<file path="src/rtl/ram_block_copier_pkg.sv">
// Shared constants and state type for the RAM block copier.
package ram_pkg;

   localparam int ADDR_W = 10;
   localparam int DATA_W = 10;

   typedef enum logic [2:0] {
      IDLE   = 3'd0,
      LD_SRC = 3'd1,
      READ   = 3'd2,
      LD_DST = 3'd3,
      WRITE  = 3'd4,
      DONE   = 3'd5
   } copier_state_t;

endpackage

</file>
<file path="src/rtl/ram_block_copier_if.sv">
// RAM-side bus between the copier (master) and the single-port RAM (slave).
interface ram_block_copier_if #(
   parameter int ADDR_W = ram_pkg::ADDR_W,
   parameter int DATA_W = ram_pkg::DATA_W
);

   logic              EN_AddressRegRead;
   logic [ADDR_W-1:0] address;
   logic              EN_read_from_RAM;
   logic              EN_write_to_RAM;
   logic [DATA_W-1:0] data_from_ram;
   logic [DATA_W-1:0] data_to_ram;

   modport master (
      output EN_AddressRegRead,
      output address,
      output EN_read_from_RAM,
      output EN_write_to_RAM,
      output data_to_ram,
      input  data_from_ram
   );

   modport slave (
      input  EN_AddressRegRead,
      input  address,
      input  EN_read_from_RAM,
      input  EN_write_to_RAM,
      input  data_to_ram,
      output data_from_ram
   );

endinterface

</file>
<file path="src/rtl/ram_block_copier.sv">
// Copies a block of words inside one RAM, one word per four cycles, ascending index order.
//
// state  | meaning
// IDLE   | waiting for start; all RAM controls low
// LD_SRC | load RAM address register with src_base+idx
// READ   | RAM drives data; captured into hold at closing edge
// LD_DST | load RAM address register with dst_base+idx
// WRITE  | RAM writes hold; idx advances
// DONE   | one-cycle done pulse
module ram_block_copier #(
   parameter int ADDR_W = ram_pkg::ADDR_W,
   parameter int DATA_W = ram_pkg::DATA_W
) (
   input  logic              clk,
   input  logic              reset,
   input  logic              start,
   input  logic [ADDR_W-1:0] src_addr,
   input  logic [ADDR_W-1:0] dst_addr,
   input  logic [ADDR_W-1:0] length,
   output logic              busy,
   output logic              done,
   ram_block_copier_if.master ram
);

   import ram_pkg::*;

   copier_state_t     state;
   logic [ADDR_W-1:0] src_base;
   logic [ADDR_W-1:0] dst_base;
   logic [ADDR_W-1:0] len_reg;
   logic [ADDR_W-1:0] idx;
   logic [DATA_W-1:0] hold;
   logic [ADDR_W-1:0] idx_inc;

   assign idx_inc = idx + ADDR_W'(1);

   // Outputs are registered together with the state they belong to, so the RAM
   // sees settled controls well before its negedge sampling.
   always_ff @(posedge clk) begin
      if (reset) begin
         state                 <= IDLE;
         src_base              <= '0;
         dst_base              <= '0;
         len_reg               <= '0;
         idx                   <= '0;
         hold                  <= '0;
         busy                  <= 1'b0;
         done                  <= 1'b0;
         ram.EN_AddressRegRead <= 1'b0;
         ram.EN_read_from_RAM  <= 1'b0;
         ram.EN_write_to_RAM   <= 1'b0;
         ram.address           <= '0;
         ram.data_to_ram       <= '0;
      end else begin
         ram.EN_AddressRegRead <= 1'b0;
         ram.EN_read_from_RAM  <= 1'b0;
         ram.EN_write_to_RAM   <= 1'b0;
         ram.address           <= '0;
         ram.data_to_ram       <= '0;
         done                  <= 1'b0;

         unique case (state)
            IDLE: begin
               if (start) begin
                  src_base <= src_addr;
                  dst_base <= dst_addr;
                  len_reg  <= length;
                  idx      <= '0;
                  if (length != '0) begin
                     state                 <= LD_SRC;
                     busy                  <= 1'b1;
                     ram.EN_AddressRegRead <= 1'b1;
                     ram.address           <= src_addr;
                  end else begin
                     state <= DONE;
                     done  <= 1'b1;
                  end
               end
            end
            LD_SRC: begin
               state                <= READ;
               ram.EN_read_from_RAM <= 1'b1;
            end
            READ: begin
               hold                  <= ram.data_from_ram;
               state                 <= LD_DST;
               ram.EN_AddressRegRead <= 1'b1;
               ram.address           <= dst_base + idx;
            end
            LD_DST: begin
               state               <= WRITE;
               ram.EN_write_to_RAM <= 1'b1;
               ram.data_to_ram     <= hold;
            end
            WRITE: begin
               idx <= idx_inc;
               if (idx_inc == len_reg) begin
                  state <= DONE;
                  busy  <= 1'b0;
                  done  <= 1'b1;
               end else begin
                  state                 <= LD_SRC;
                  ram.EN_AddressRegRead <= 1'b1;
                  ram.address           <= src_base + idx_inc;
               end
            end
            DONE: begin
               state <= IDLE;
            end
            default: begin
               state <= IDLE;
               busy  <= 1'b0;
            end
         endcase
      end
   end

endmodule

</file>
<file path="src/flat_wrapper.sv">
// flat-port wrapper written by rule: the top's interface ports become plain ports
module ram_block_copier_flat import ram_pkg::*;
#(
   parameter int ADDR_W = ram_pkg::ADDR_W,
   parameter int DATA_W = ram_pkg::DATA_W
)
  (clk, reset, start, src_addr, dst_addr, length, busy, done, ram_EN_AddressRegRead, ram_address, ram_EN_read_from_RAM, ram_EN_write_to_RAM, ram_data_to_ram, ram_data_from_ram);
  ram_block_copier_if #(.ADDR_W(ADDR_W), .DATA_W(DATA_W)) ram_i ();
  input  logic clk;
  input  logic reset;
  input  logic start;
  input  logic [ADDR_W-1:0] src_addr;
  input  logic [ADDR_W-1:0] dst_addr;
  input  logic [ADDR_W-1:0] length;
  output logic busy;
  output logic done;
  output wire logic [$bits(ram_i.EN_AddressRegRead)-1:0] ram_EN_AddressRegRead;
  output wire logic [$bits(ram_i.address)-1:0] ram_address;
  output wire logic [$bits(ram_i.EN_read_from_RAM)-1:0] ram_EN_read_from_RAM;
  output wire logic [$bits(ram_i.EN_write_to_RAM)-1:0] ram_EN_write_to_RAM;
  output wire logic [$bits(ram_i.data_to_ram)-1:0] ram_data_to_ram;
  input wire logic [$bits(ram_i.data_from_ram)-1:0] ram_data_from_ram;
  assign ram_EN_AddressRegRead = ram_i.EN_AddressRegRead;
  assign ram_address = ram_i.address;
  assign ram_EN_read_from_RAM = ram_i.EN_read_from_RAM;
  assign ram_EN_write_to_RAM = ram_i.EN_write_to_RAM;
  assign ram_data_to_ram = ram_i.data_to_ram;
  assign ram_i.data_from_ram = ram_data_from_ram;
  ram_block_copier #(.ADDR_W(ADDR_W), .DATA_W(DATA_W)) u_core (.clk(clk), .reset(reset), .start(start), .src_addr(src_addr), .dst_addr(dst_addr), .length(length), .busy(busy), .done(done), .ram(ram_i));
endmodule
</file>
<file path="config.mk">
export PLATFORM = sky130hd
export DESIGN_NAME = ram_block_copier_flat
export DESIGN_NICKNAME = d
export VERILOG_FILES = /design/src/rtl/ram_block_copier_pkg.sv /design/src/rtl/ram_block_copier_if.sv /design/src/rtl/ram_block_copier.sv /design/src/flat_wrapper.sv
export SDC_FILE = /design/constraint.sdc
export NUM_CORES = 1
export LEC_CHECK = 0
export ABC_AREA = 1
export ABC_CLOCK_PERIOD_IN_PS = 2500
export BUFFER_PORTS_ARGS = -buffer_cell sky130_fd_sc_hd__buf_4
export CAP_MARGIN = 20
export CORE_MARGIN = 3
export CORE_UTILIZATION = 56
export CTS_CLUSTER_SIZE = 25
export DETAILED_ROUTE_END_ITERATION = 12
export HOLD_SLACK_MARGIN = 0.06
export PLACE_DENSITY = 0.79
export SKIP_CTS_REPAIR_TIMING = 1
export SLEW_MARGIN = 10
export SYNTH_ARGS = -nofsm -noshare
export SYNTH_HDL_FRONTEND = slang
export SYNTH_SLANG_ARGS = --single-unit
</file>
<file path="constraint.sdc">
create_clock -name clk -period 2.5 [get_ports clk]
set_input_delay 0.25 -clock clk [delete_from_list [all_inputs] [get_ports clk]]
set_output_delay 0.25 -clock clk [all_outputs]
set_load 0.05 [all_outputs]
</file>
==> results.cfg, run 1 <==
[synth]
synth_nets = 627
synth-warning-count = 0
syn-mean-instance-area_um2 = 7.200
syn_inst = 562
synth_area_um2 = 4046
ys_async_sr_fraction_pct = 0
synth_edf_count = 0
yosysSeqAreaShare_pct = 38.59
synthTopCellsByCount = nand2_1 (93), dfxtp_1 (78), nor2_1 (69), inv_1 (66), a21oi_1 (60)
synth-seq-cells = 78
synth_ff_type = dfxtp_1
yosys.area.top_type = dfxtp_1
synthMostInstantiatedCell = nand2_1
yosys-top-cells-area = dfxtp_1 (39%), nand2_1 (8.6%), a21oi_1 (7.4%)
ys_types = 37
synth_top_area_share_pct = 38.59

[global_route]
grt_usage_pct = 25.52
antenna_found_initial = 0
grt-ovfl-total = 0
grt_max_degree = 35
grt_first_pass_wirelength_um = 17150
grt_pass1_vias = 3688

[outcome]
outcome = finished, final reports clean

[finish]
drive_gt1_share_pct = 19.91
final_util_pct = 71.41
area_delta_synth_final_pct = 21.89
final_net_count = 698
antenna_cells = 0
fin_area_um2 = 4932
nFillCells = 598

[routing]
wl_per_cell_um = 14.25
antenna_left = 0
drc_errors = 0
first_pass_iters = 5
viasPerCell = 5.315
wl_um = 10460
vias = 3901
drt-initial-drc-count = 225

[sta]
finalCritPeriodShare_pct = 95.01
whs_ns = 0.1156
clock.fmax_mhz = 421.0
min_period_ns = 2.375
finalHoldViolCount = 0
tightest_slew_ns = 0.5845
clock_skew_ns = 0.008971
relSlewSlack_pct = 60.99
setup-tns-final_ns = 0
slew_violations = 0
finalSetupViolCount = 0

[critical_path]
rr_worst_depth = 15
worst_ep_arrival_time_ns = 2.66
crit_path_end_kind = flip-flop
path_class = flip-flop to flip-flop
crit_path_start_kind = flip-flop
cp_max_fo = 5
cp.required_ns = 2.78

[power_and_ir_drop]
fin_total_pwr_mw = 3.561
internal-power_mw = 2.339
power_density_nw_per_um2 = 722.0
seq_power_share_pct = 42.3
max-vdd-ir-drop_uv = 498.0
p_leak_nw = 2.274
power.switching_mw = 1.222
swShare_pct = 34.31
power_frac_comb_pct = 28.5
pwr-share-clk_pct = 29.3

[clocking]
cts-root-buf = clkbuf_8
cts_max_level = 3
clk_path_buf_depth = 2
cts_tree = built
clkLatencyLatePin_ns = 0.35
cts_sinks = 78
clk_pin_slew_ns = 0.08
cts_buffers = 9

[placement]
dp_hpwl_um = 7792
gp_congestion = 1.038
port_buffers = 67
place_area_um2 = 4664

[die]
num_rows = 30
core_area_um2 = 6907
io_pins = 68
die_w_um = 91.01
start_util_pct = 58.59
die_h_um = 91.01
die-area_um2 = 8282

[job]
drv_cap = 0

[min_path]
hp-class = input port to flip-flop
holdPathStages = 3
## layout by cell type (no fill, tap or decap), types with 2 or more instances in the layout
cell type	Yosys	final
and2_1	2	2
nor2_4	3	3
o21bai_1	4	4
a31oi_1	6	6
dfxtp_1	78	75
nor2_2	3	4
inv_1	66	66
nand2_1	93	93
xor2_1	10	9
a22oi_1	2	2
nand2_2	12	12
nand3_1	32	32
nor3_1	3	3
ha_1	20	20
dfxtp_2	0	3
inv_2	3	3
clkinv_2	0	2
o21ai_0	50	48
nor2_1	69	68
nand3_2	3	3
inv_6	0	2
fa_1	2	2
o21ai_2	0	2
a21oi_1	60	60
nand4_1	8	8
nand3b_1	3	3
o22ai_1	2	2
clkbuf_8	0	9
buf_4	0	77
bufinv_16	0	2
o21ai_1	2	2
## final timing paths
check,startpoint,endpoint,slack (ns)
worst min register to register,u_core.hold[4],u_core.ram.data_to_ram[4],0.44
worst max register to register,u_core.idx[0],u_core.ram.address[9],0.12
worst min-delay path,dst_addr[6],u_core.dst_base[6],0.12
worst max-delay path,u_core.idx[0],u_core.ram.address[9],0.12
## metal layers
| layer | vias to the layer above | track usage, % | part of all wire (%) |
|---|---|---|---|
| li1 | 1984 | - | - |
| met1 | 1768 | 32.66 | 44 |
| met2 | 134 | 41.26 | 47 |
| met3 | 15 | 7.788 | 7.3 |
| met4 | 0 | 7.915 | 1.8 |
| met5 | - | 0 | 0 |
## layout make-up
class,count,area [um2],area share [%]
clock inverters,7,95.09,1.928
inverters,70,262.8,5.327
repair buffers,78,605.6,12.28
well taps,96,120.1,2.435
flip-flops and latches,78,1565,31.74
clock buffers,9,123.9,2.511
multi-input cells,396,2160,43.78
## power by group through the flow
stage	clock [mW]	combinational [mW]	sequential, mW
after floorplan	0	0.579	1.63
after global placement	0	0.956	1.53
after detailed placement	0	0.974	1.53
after CTS	1.06	0.981	1.50
after global routing	1.12	1.13	1.52
final	1.04	1.01	1.50
## cell families (layout without fill, tap and decap cells)
| kind of cell | count (synthesis) | in the layout | synth area share (%) |
|---|---|---|---|
| adder cells (fa/ha/maj) | 22 | 22 | 7.174 |
| AO/OA/AOI/OAI | 129 | 129 | 16.76 |
| XOR/XNOR | 12 | 12 | 2.937 |
| AND/OR/NAND/NOR | 233 | 233 | 26.07 |
| buffers and inverters | 88 | 164 | 8.472 |
| flip-flops | 78 | 78 | 38.59 |
## per-stage QoR
step	instances	worst slack, ns
CTS	733	0.02715
finish	734	0.1248
detailed placement	717	0.06240
floorplan	562	0.2069
global route	734	-0.03068
global placement	717	0.06487
## critical path, cell delays in order (launching register included)
cell	delay, ns
dfxtp_1	0.34
ha_1	0.21
nand2_2	0.11
o21ai_2	0.16
nand2_2	0.09
ha_1	0.36
inv_1	0.10
o21ai_1	0.21
o21bai_1	0.17
nand2_1	0.08
and2_1	0.15
nand2_1	0.06
nand2_1	0.05
nand2_1	0.05
nand3_1	0.06
a21oi_1	0.12
No activity file was read; power rests on OpenSTA's default activity.
==> run 2: changes to the inputs <==
- PLACE_DENSITY: 0.79 -> 0.83
==> results.cfg, run 2 (synthesized netlist as in run 1, its figures left out) <==
[global_route]
grt-ovfl-total = 0
grt_usage_pct = 28.16
grt_pass1_vias = 3750
antenna_found_initial = 0
grt_max_degree = 35
grt_first_pass_wirelength_um = 18320

[routing]
drc_errors = 0
first_pass_iters = 5
wl_um = 11460
drt-initial-drc-count = 233
antenna_left = 0
wl_per_cell_um = 15.68
viasPerCell = 5.440
vias = 3977

[min_path]
whs_endpoint = u_core.dst_base[3]
holdPathStages = 3
hold_start = dst_addr[3]
hp-class = input port to flip-flop

[clocking]
cts_tree = built
cts_sinks = 78
clk_path_buf_depth = 2
cts_max_level = 3
cts-root-buf = clkbuf_8
cts_buffers = 9
clk_pin_slew_ns = 0.09
clkLatencyLatePin_ns = 0.37

[sta]
clock_skew_ns = 0.01058
min_period_ns = 2.359
tightest_slew_ns = 0.4875
slew_violations = 0
setup-tns-final_ns = 0
relSlewSlack_pct = 67.47
finalCritPeriodShare_pct = 94.34
grt_setup_unrepaired = false
clock.fmax_mhz = 424.0
finalSetupViolCount = 0
finalHoldViolCount = 0

[power_and_ir_drop]
p_leak_nw = 2.236
max-vdd-ir-drop_uv = 412.0
power.switching_mw = 1.316
pwr-share-clk_pct = 26.8
internal-power_mw = 2.152
power_density_nw_per_um2 = 710.5
swShare_pct = 37.95
power_frac_comb_pct = 29.5
seq_power_share_pct = 43.7

[die]
io_pins = 68
core_area_um2 = 6907
die_h_um = 91.01
die_w_um = 91.01
die-area_um2 = 8282
num_rows = 30
start_util_pct = 58.59

[finish]
area_delta_synth_final_pct = 20.66
final_cells = 731
mostFrequentLayoutCell = nand2_1
final_cell_mix = nand2_1 (93), buf_4 (74), dfxtp_1 (73), nor2_1 (68), inv_1 (66)
final_net_count = 695
nFillCells = 615
drive_gt1_share_pct = 19.69
antenna_cells = 0

[critical_path]
slowest_stage = dfxtp_1
rr_worst_depth = 14
cpLargestDelayFamily = simple AND/OR/NAND/NOR gates
path_buf_inv = 2
worst_ep_arrival_time_ns = 2.67
path_class = flip-flop to flip-flop
timing.rr.end = u_core.ram.address[7]
timing.critical_path.cells = ha_1 > nand3_1 > nor2_2 > xor2_1 > ha_1 > inv_1 > o21bai_1 > a21oi_1 > nand2_1 > xor2_1 > nand3_4 > nand3_2 > nand2_1 > inv_1
r2r_start = u_core.idx[0]
cp_slowest_stage_delay_ns = 0.35
reg2reg_slack_ns = 0.14
crit_path_end_kind = flip-flop
crit_cells = 14
cp.required_ns = 2.81
crit_path_start_kind = flip-flop
cp_max_fo = 4

[placement]
dp_hpwl_um = 8361
dpl.cell_count = 714
port_buffers = 67
gp_congestion = 0.9979

[outcome]
outcome = finished, final reports clean

[job]
drv_cap = 0
==> run 2: power by group through the flow <==
stage | combinational (mW) | clock, mW | sequential, mW
floorplan | 0.579 | 0 | 1.63
detailed placement | 0.977 | 0 | 1.54
global placement | 0.952 | 0 | 1.54
global route | 1.13 | 0.988 | 1.53
CTS | 0.986 | 0.930 | 1.51
finish | 1.02 | 0.928 | 1.52
==> run 2: worst max path at each step <==
stage / to / start / slack (ns)
finish: u_core.ram.address[7] / u_core.idx[0] / 0.14
global route: u_core.ram.address[8] / u_core.idx[0] / 0.02
CTS: u_core.ram.address[9] / u_core.idx[1] / 0.06
detailed placement: u_core.ram.address[9] / u_core.idx[1] / 0.09
global placement: u_core.ram.address[8] / u_core.idx[2] / 0.18
floorplan: u_core.ram.address[9] / u_core.idx[1] / 0.21
==> run 2: cell type report <==
| type | instances | area [um2] | share of cell area, % |
|---|---|---|---|
| inverters | 70 | 262.8 | 5.382 |
| flip-flops and latches | 78 | 1568 | 32.11 |
| clock inverters | 7 | 63.81 | 1.307 |
| multi-input cells | 396 | 2161 | 44.26 |
| repair buffers | 75 | 583.1 | 11.94 |
| clock buffers | 9 | 123.9 | 2.537 |
| well taps | 96 | 120.1 | 2.460 |
==> run 2: per-layer routing <==
| metal | routed length, um | GRT usage (%) | part of all wire, % | vias to the layer above |
|---|---|---|---|---|
| li1 | - | - | - | 1976 |
| met4 | 309 | 11.43 | 2.7 | 0 |
| met3 | 797 | 6.214 | 7.0 | 27 |
| met1 | 4786 | 35.36 | 42 | 1811 |
| met2 | 5565 | 46.78 | 49 | 163 |
| met5 | 0 | 0 | 0 | - |
==> run 2: through the flow <==
step	hold WS, ns	worst slack, ns	power (mW)	cell area, um2	utilization [%]
floorplan	0.3849	0.2069	2.207	4046	-
global placement	0.4210	0.1798	2.492	4642	67.21
detailed placement	0.4283	0.09153	2.518	4642	67.21
CTS	0.09688	0.06305	3.429	4830	69.93
global route	0.1072	0.01784	3.650	4882	70.69
finish	0.09843	0.1414	3.469	4882	70.69
==> run 2: worst register-to-register path, delay by kind of cell, from the launching register on <==
| kind | cells | cell delay, ns |
|---|---|---|
| buf+inv | 2 | 0.17 |
| simple gates | 6 | 0.56 |
| flops | 1 | 0.35 |
| compound gates | 2 | 0.25 |
| xor+xnor | 2 | 0.45 |
| fa+ha+maj | 2 | 0.52 |
